--- src/rtl/alu_pipe.sv ---
// Two-stage pipelined scaling ALU: stage 1 captures operands, stage 2 computes and registers
// the result with zero/negative flags and a one-cycle valid strobe.
module alu_pipe #(
  parameter int unsigned DATA_W     = 8,
  parameter bit          ROUND      = 1'b0,
  parameter bit          CLEAR_IDLE = 1'b0
) (
  input  logic                     clk,
  input  logic                     rst_n,
  input  logic                     aluop_st,
  input  logic signed [DATA_W-1:0] a,
  input  logic signed [DATA_W-1:0] b,
  input  logic        [2:0]        sel,
  output logic signed [DATA_W-1:0] out,
  output logic                     out_valid,
  output logic                     zero,
  output logic                     neg
);

  localparam int unsigned IW = 2 * DATA_W;

  logic                     v1;
  logic signed [DATA_W-1:0] a1;
  logic signed [DATA_W-1:0] b1;
  logic        [2:0]        sel1;

  always_ff @(posedge clk) begin
    if (!rst_n) begin
      v1   <= 1'b0;
      a1   <= '0;
      b1   <= '0;
      sel1 <= '0;
    end else begin
      v1 <= aluop_st;
      if (aluop_st) begin
        a1   <= a;
        b1   <= b;
        sel1 <= sel;
      end
    end
  end

  logic signed [IW-1:0]     ax;
  logic signed [IW-1:0]     bx;
  logic signed [IW-1:0]     s;
  logic signed [IW-1:0]     t;
  logic signed [IW-1:0]     bias;
  logic signed [IW-1:0]     sum;
  logic                     scaled;
  logic                     shift3;
  logic signed [DATA_W-1:0] res;

  always_comb begin
    ax     = {{DATA_W{a1[DATA_W-1]}}, a1};
    bx     = {{DATA_W{b1[DATA_W-1]}}, b1};
    s      = ax + bx;
    t      = '0;
    scaled = 1'b1;
    shift3 = 1'b0;
    unique case (sel1)
      3'b000: t = s;
      3'b001: t = ax - bx;
      3'b010: begin t = ax & bx; scaled = 1'b0; end
      3'b011: begin t = ax | bx; scaled = 1'b0; end
      3'b100: begin t = ax ^ bx; scaled = 1'b0; end
      3'b101: begin t = (ax >>> 1) + (bx <<< 2); shift3 = 1'b1; end
      3'b110: begin t = s + (s <<< 1); shift3 = 1'b1; end
      3'b111: begin t = (ax <<< 2) + (ax <<< 1) + (bx >>> 2); shift3 = 1'b1; end
    endcase
    // Half-LSB of the shifted result, i.e. 2^(k-1).
    bias = '0;
    if (ROUND) begin
      bias = shift3 ? IW'(4) : IW'(1);
    end
    sum = t + bias;
    if (!scaled) begin
      res = DATA_W'(t);
    end else if (shift3) begin
      res = DATA_W'(sum >>> 3);
    end else begin
      res = DATA_W'(sum >>> 1);
    end
  end

  always_ff @(posedge clk) begin
    if (!rst_n) begin
      out       <= '0;
      out_valid <= 1'b0;
      zero      <= 1'b0;
      neg       <= 1'b0;
    end else if (v1) begin
      out       <= res;
      out_valid <= 1'b1;
      zero      <= (res == '0);
      neg       <= res[DATA_W-1];
    end else begin
      out_valid <= 1'b0;
      if (CLEAR_IDLE) begin
        out  <= '0;
        zero <= 1'b0;
        neg  <= 1'b0;
      end
    end
  end

endmodule

--- config.mk ---
export PLATFORM = sky130hd
export DESIGN_NAME = alu_pipe
export DESIGN_NICKNAME = d
export VERILOG_FILES = /design/src/rtl/alu_pipe.sv
export SDC_FILE = /design/constraint.sdc
export NUM_CORES = 1
export LEC_CHECK = 0
export ABC_AREA = 1
export BUFFER_PORTS_ARGS = -buffer_cell sky130_fd_sc_hd__buf_2
export CORE_MARGIN = 3
export CORE_UTILIZATION = 50
export DETAILED_ROUTE_END_ITERATION = 12
export PLACE_DENSITY_LB_ADDON = 0.3
export SLEW_MARGIN = 5
export SYNTH_ARGS = -nofsm -noshare
export SYNTH_HDL_FRONTEND = slang
export SYNTH_SLANG_ARGS = --single-unit
--- constraint.sdc ---
create_clock -name clk -period 9.7 [get_ports clk]
set_input_delay 0 -clock clk [delete_from_list [all_inputs] [get_ports clk]]
set_output_delay 0 -clock clk [all_outputs]
set_load 0.05 [all_outputs]
After elaboration in Yosys (flattened, before gate mapping)
Cells that the tools add are included.
{ "word_totals": {"in_bits": 22, "output_inout_bits": 11, "elab_cells": 33, "reg_bits": 31} }
{ "classes": {"n_reduce_logical": 4, "bitwise_logic": 3, "n_mux": 5, "addsub": 6, "eq_ne": 7} }
{ "op_table": {"columns": ["cell", "n"], "rows": [
  ["$pmux 11 s8", 1],
  ["$mux 8", 2],
  ["$eq 3x3->1 const B", 4],
  ["$add 10x9->11", 1],
  ["$add 11x6->11", 1],
  ["$add 7x10->11", 1],
  ["$add 9x10->11", 1],
  ["$add 8x8->9", 1],
  ["$sub 8x8->9", 1],
  ["$and 8x8->8", 1],
  ["$logic_not 8->1", 1],
  ["$or 8x8->8", 1],
  ["$xor 8x8->8", 1],
  ["$eq 3x2->1 const B", 2],
  ["$reduce_or 3->1", 2],
  ["$eq 3x1->1 const B", 1],
  ["$logic_not 3->1", 1],
  ["$mux 1", 2]
]} }

Depth between registers and ports, before layout
{ "depth": {"ltp_word": 6, "ltp_mapped": 26, "mapped_depth_nobuf": 25} }

Least setup slack after synthesis
OpenSTA, ideal clock, no wires.
{ "synth_timing": {"kind": "register to register", "startpoint": "reg a1[4]", "endpoint": "reg out[6]", "required_time_ns": 9.583, "path_buffers": 0, "setup_ns": 0.117, "path_slack_ns": 6.582, "arrival_ns": 3.001, "synth_period_minus_slack_ns": 3.118, "stages_incl_launch_ff": 25, "cell_sequence": "dfxtp_1 inv_1 ha_1 nand2_1 nor2_1 nand2_1 nand3_1 nand2_1 nand2_1 a21oi_1 or2_2 nand2_1 ha_1 nand2_1 nor2_1 a211oi_1 nand2_1 nand2_1 nand3_1 nand2_1 inv_1 a21oi_1 nand2_1 o211ai_1 inv_1"} }
{ "synth_via": {"elab_chain_cells": 5, "word_cells_on_any_way": 9, "classes_between": "add/sub (6); mux (3)"} }
{ "synth_rtl": {"columns": ["item", "line_no", "rtl"], "rows": [
  ["start: declaration", "23", "logic signed [DATA_W-1:0] a1;"],
  ["start signal: assignment", "30", "a1 <= '0;"],
  ["start signal: assignment", "36", "a1 <= a;"],
  ["$add 10x9->11 / $add 8x8->9 (equally long branches)", "68, 56", null],
  ["$add 11x6->11 / $add 9x10->11 (equally long branches)", "68, 67", null],
  ["$pmux 11 s8 *", "60", "unique case (sel1)"],
  ["$mux 8", "78", "end else if (shift3) begin"],
  ["$mux 8 *", "76", "if (!scaled) begin"],
  ["end signal: assignment", "92", "out <= res;"],
  ["end: declaration", "14", "output logic signed [DATA_W-1:0] out,"]
]} }
Mark *: on every way between the ends. The rest lies on a longest branch, timed or not.
A chain may end at the register's enable or synchronous reset.

Worst setup path after layout
{ "layout_timing": {"startpoint": "reg a1[4]", "endpoint": "reg zero"} }
{ "layout_via": {"elab_chain_cells": 6, "word_cells_on_any_way": 13, "classes_between": "add/sub (6); mux (3); bitwise (3); reduce/logical (1)"} }
{ "layout_rtl": {"columns": ["item", "line_no", "rtl"], "rows": [
  ["$add 10x9->11 / $add 8x8->9 (equally long branches)", "68, 56", null],
  ["$add 11x6->11 / $add 9x10->11 (equally long branches)", "68, 67", null],
  ["$pmux 11 s8 *", "60", null],
  ["$mux 8", "78", null],
  ["$mux 8 *", "76", null],
  ["$logic_not 8->1 *", "94", "zero <= (res == '0);"],
  ["end signal: assignment", "94", null],
  ["end: declaration", "16", "output logic zero,"]
]} }
Marks and branches as above.

==> flow_metrics.env <==
export IMPL_first_iter_violations=308
export IMPL_reg2reg_to="zero"
export IMPL_cts_root_buf="clkbuf_8"
export IMPL_synth_warnings=0
export IMPL_coreArea_sq_mm=0.00729
export IMPL_leakagePower_nw=2.17
export IMPL_insertedDiodeCount=0
export IMPL_rsz0062_at_grt="false"
export IMPL_synthTopCellsByArea="dfxtp_1, ha_1, nand2_1"
export IMPL_drtPass1Iterations=5
export IMPL_powerDensity_mw_per_mm2=125
export IMPL_synth_cell_type_count=38
export IMPL_path_clk_slew_ns=0.07
export IMPL_finalSetupViolations=0
export IMPL_synth_edf_count=0
export IMPL_regArea_sq_um=601
export IMPL_cts_buffer_depth=2
export IMPL_comb_power_share=0.520
export IMPL_fin_area_sq_mm=0.00419
export IMPL_grt_pass1_wl_mm=18.5
export IMPL_holdWs_ns=0.00622
export IMPL_finalCriticalPeriod_ns=3.69
export IMPL_post_cts_buffers=0
export IMPL_crit_path_start_kind="flop"
export IMPL_cp_end_kind="flop"
export IMPL_wl_per_cell_um=15.5
export IMPL_min_from="b[4]"
export IMPL_hold_viol_final=0
export IMPL_track_usage=0.271
export IMPL_finalCritPeriodShare=0.380
export IMPL_start_util=0.516
export IMPL_max_slew_margin_rel=0.380
export IMPL_tightest_slew_ns=0.929
export IMPL_grt_overflow=0
export IMPL_drv_cap=0
export IMPL_nets=711
export IMPL_tns_ns=0
export IMPL_synth_area_sq_mm=0.00376
export IMPL_ant_nets=0
export IMPL_num_vias=4078
export IMPL_rows=31
export IMPL_async_flop_share=0
export IMPL_outcome="finished, final reports clean"
export IMPL_syn_nets=674
export IMPL_final_max_slew_viol_count=0
export IMPL_syn2layout_area_growth_pct=11.3
export IMPL_final_layout_size_suffix_gt1_frac=0.105
export IMPL_wl_mm=11.3
export IMPL_finClkSkew_ns=0.00242
export IMPL_timing_rr_start="a1[4]"
export IMPL_place_gp_congestion=1.00
export IMPL_max_freq_ghz=0.271
export IMPL_p_sw_w=0.000247
export IMPL_synth_top_area_share=0.160
export IMPL_p_clk_frac=0.201
export IMPL_vdd_ir_drop_worst_v=0.0000786
export IMPL_cp_required_ns=9.93
export IMPL_drc=0
export IMPL_cts_sinks=30
export IMPL_worstPathMaxFanout=7
export IMPL_insertion_delay_ns=0.29
export IMPL_hold_depth=3
export IMPL_p_int_w=0.000276
export IMPL_netlist_instances=592
export IMPL_swShare=0.472
export IMPL_min_to="b1[4]"
export IMPL_pre_cts_ws_ns=6.09
export IMPL_ios=33
export IMPL_synth_avg_cell_area_sq_um=6.36
export IMPL_worst_slack_ns=6.01
export IMPL_cts_buffers=5
export IMPL_multi_input_area_sq_mm=0.00278
export IMPL_rrSetupSlack_ns=6.01
export IMPL_grt_max_degree=39
export IMPL_tritoncts="yes"
export IMPL_vias_per_cell=5.59
export IMPL_antenna_found_initial=0
export IMPL_reg2reg_depth=21
export IMPL_synth_top_cell_by_area="dfxtp_1"
export IMPL_sequentialPowerShare=0.279
export IMPL_hp_class="in -> reg"
export IMPL_n_fill_cell=729
export IMPL_dieArea_sq_mm=0.00860
export IMPL_synthFlopType="dfxtp_1"
export IMPL_io_buffer_count=32
export IMPL_htreeDepth=2
export IMPL_ys_ff_latch=30
export IMPL_die_height_um=92.8
export IMPL_grt_pass1_vias=3687
export IMPL_dp_hpwl_mm=9.28
export IMPL_place_area_sq_mm=0.00398
export IMPL_die_w_um=92.8
export IMPL_criticalPathCategory="reg -> reg"
export IMPL_arrival_ns=3.91
export IMPL_seq_area_frac_synth=0.160
stage by stage:
stage	std cells	utilization	total power, W
after floorplan	592	-	0.000347
after global placement	709	0.545	0.000406
after detailed placement	709	0.545	0.000409
after CTS	729	0.574	0.000520
after global routing	729	0.574	0.000566
final	729	0.574	0.000523
timing repair:
| item | 4_1_cts | 5_1_grt |
|---|---|---|
| endpoints found under the hold margin | 12 | 0 |
| hold buffers | 12 | 0 |
| resized for setup | 0 | 0 |
cells by family after synthesis:
group           Yosys count  share of synthesized area
flops                    30                      0.160
compound gates          115                      0.169
buf+inv                  97                      0.101
fa+ha+maj                60                      0.223
simple gates            287                      0.340
xor+xnor                  3                    0.00698
worst max-delay path by stage:
| stage | from | slack (ns) | depth (start not counted) | to |
|---|---|---|---|---|
| floorplan | a1[4] | 6.58 | 24 | out[6] |
| global placement | a1[4] | 6.12 | 24 | out[6] |
| detailed placement | a1[4] | 6.09 | 24 | out[6] |
| CTS | a1[4] | 6.07 | 24 | out[6] |
| global route | a1[4] | 5.59 | 22 | out[6] |
| finish | a1[4] | 6.01 | 21 | zero |
critical path, cell delays in order (launching register included):
cell and delay [ns]:
dfxtp_1 0.56, inv_1 0.13, ha_1 0.43, a21oi_1 0.28, nand3_1 0.15, nand2_1 0.14
nand2_1 0.10, ha_1 0.35, nand2_1 0.07, inv_1 0.10, nand4_1 0.14, nand3_1 0.10
nand2_1 0.05, nand3_1 0.08, nand4_1 0.10, nand2_1 0.14, nand2_1 0.08, a21oi_1 0.20
nand2_1 0.09, nor2_1 0.09, nand4_1 0.10, a21oi_1 0.14
flip-flops by register name, indices dropped and copies added, names as in the netlist:
name	cells
out	8
sel1	3
v1	1
out_valid	1
zero	1
b1	8
a1	8
power by group through the flow:
stage          registers [W]  clock network, W  logic, W
3_3_place_gp        0.000148                 0  0.000257
4_1_cts             0.000146          0.000108  0.000266
5_1_grt             0.000148          0.000112  0.000306
3_5_place_dp        0.000149                 0  0.000260
6_report            0.000146          0.000105  0.000272
2_1_floorplan       0.000154                 0  0.000193
cell usage after synthesis (3+ instances only):
cell type  instances
nor3_1             7
nor2_1            44
nand2_1          138
o211ai_1          11
o22ai_1            3
inv_1             75
a21oi_1           52
nor2_2             5
xor2_1             3
nand4_1           20
or2_2              6
o21ai_0           33
ha_1              48
nand2_2            3
o21ai_1            7
dfxtp_1           30
fa_1              12
nand3_1           56
inv_2              7
clkbuf_1           9
cell type report:
cell class                 count  area share
clock inverter                 3     0.00508
tap                           99      0.0296
timing repair buffer          44      0.0669
multi-input combinational    465       0.664
clock buffer                   5      0.0164
inverter                      83      0.0744
sequential                    30       0.143
routing by layer:
metal | wire [um] | vias to the layer above | GRT usage
met2 | 4970 | 166 | 0.410
met1 | 5410 | 1851 | 0.393
li1 | - | 2042 | -
met3 | 702 | 19 | 0.0447
met4 | 236 | 0 | 0.0818
met5 | 0 | - | 0
layout by cell type (no fill, tap or decap), types with 2 or more instances in the layout:
master	Yosys	routed
nand2_2	3	3
nand3_2	2	2
a211oi_1	2	2
o21ai_0	33	33
a21oi_2	2	2
inv_1	75	75
nand4_1	20	20
dfxtp_1	30	30
nor2_1	44	44
a21oi_1	52	52
inv_2	7	7
buf_2	2	32
fa_1	12	12
o211ai_1	11	11
nor3_1	7	7
or2_2	6	6
ha_1	48	48
o21ai_1	7	7
xor2_1	3	3
nand2_1	138	138
dlygate4sd3_1	0	12
clkbuf_8	0	5
nor2_2	5	5
nand3_1	56	56
o22ai_1	3	3
(Power assumes the default switching activity.)
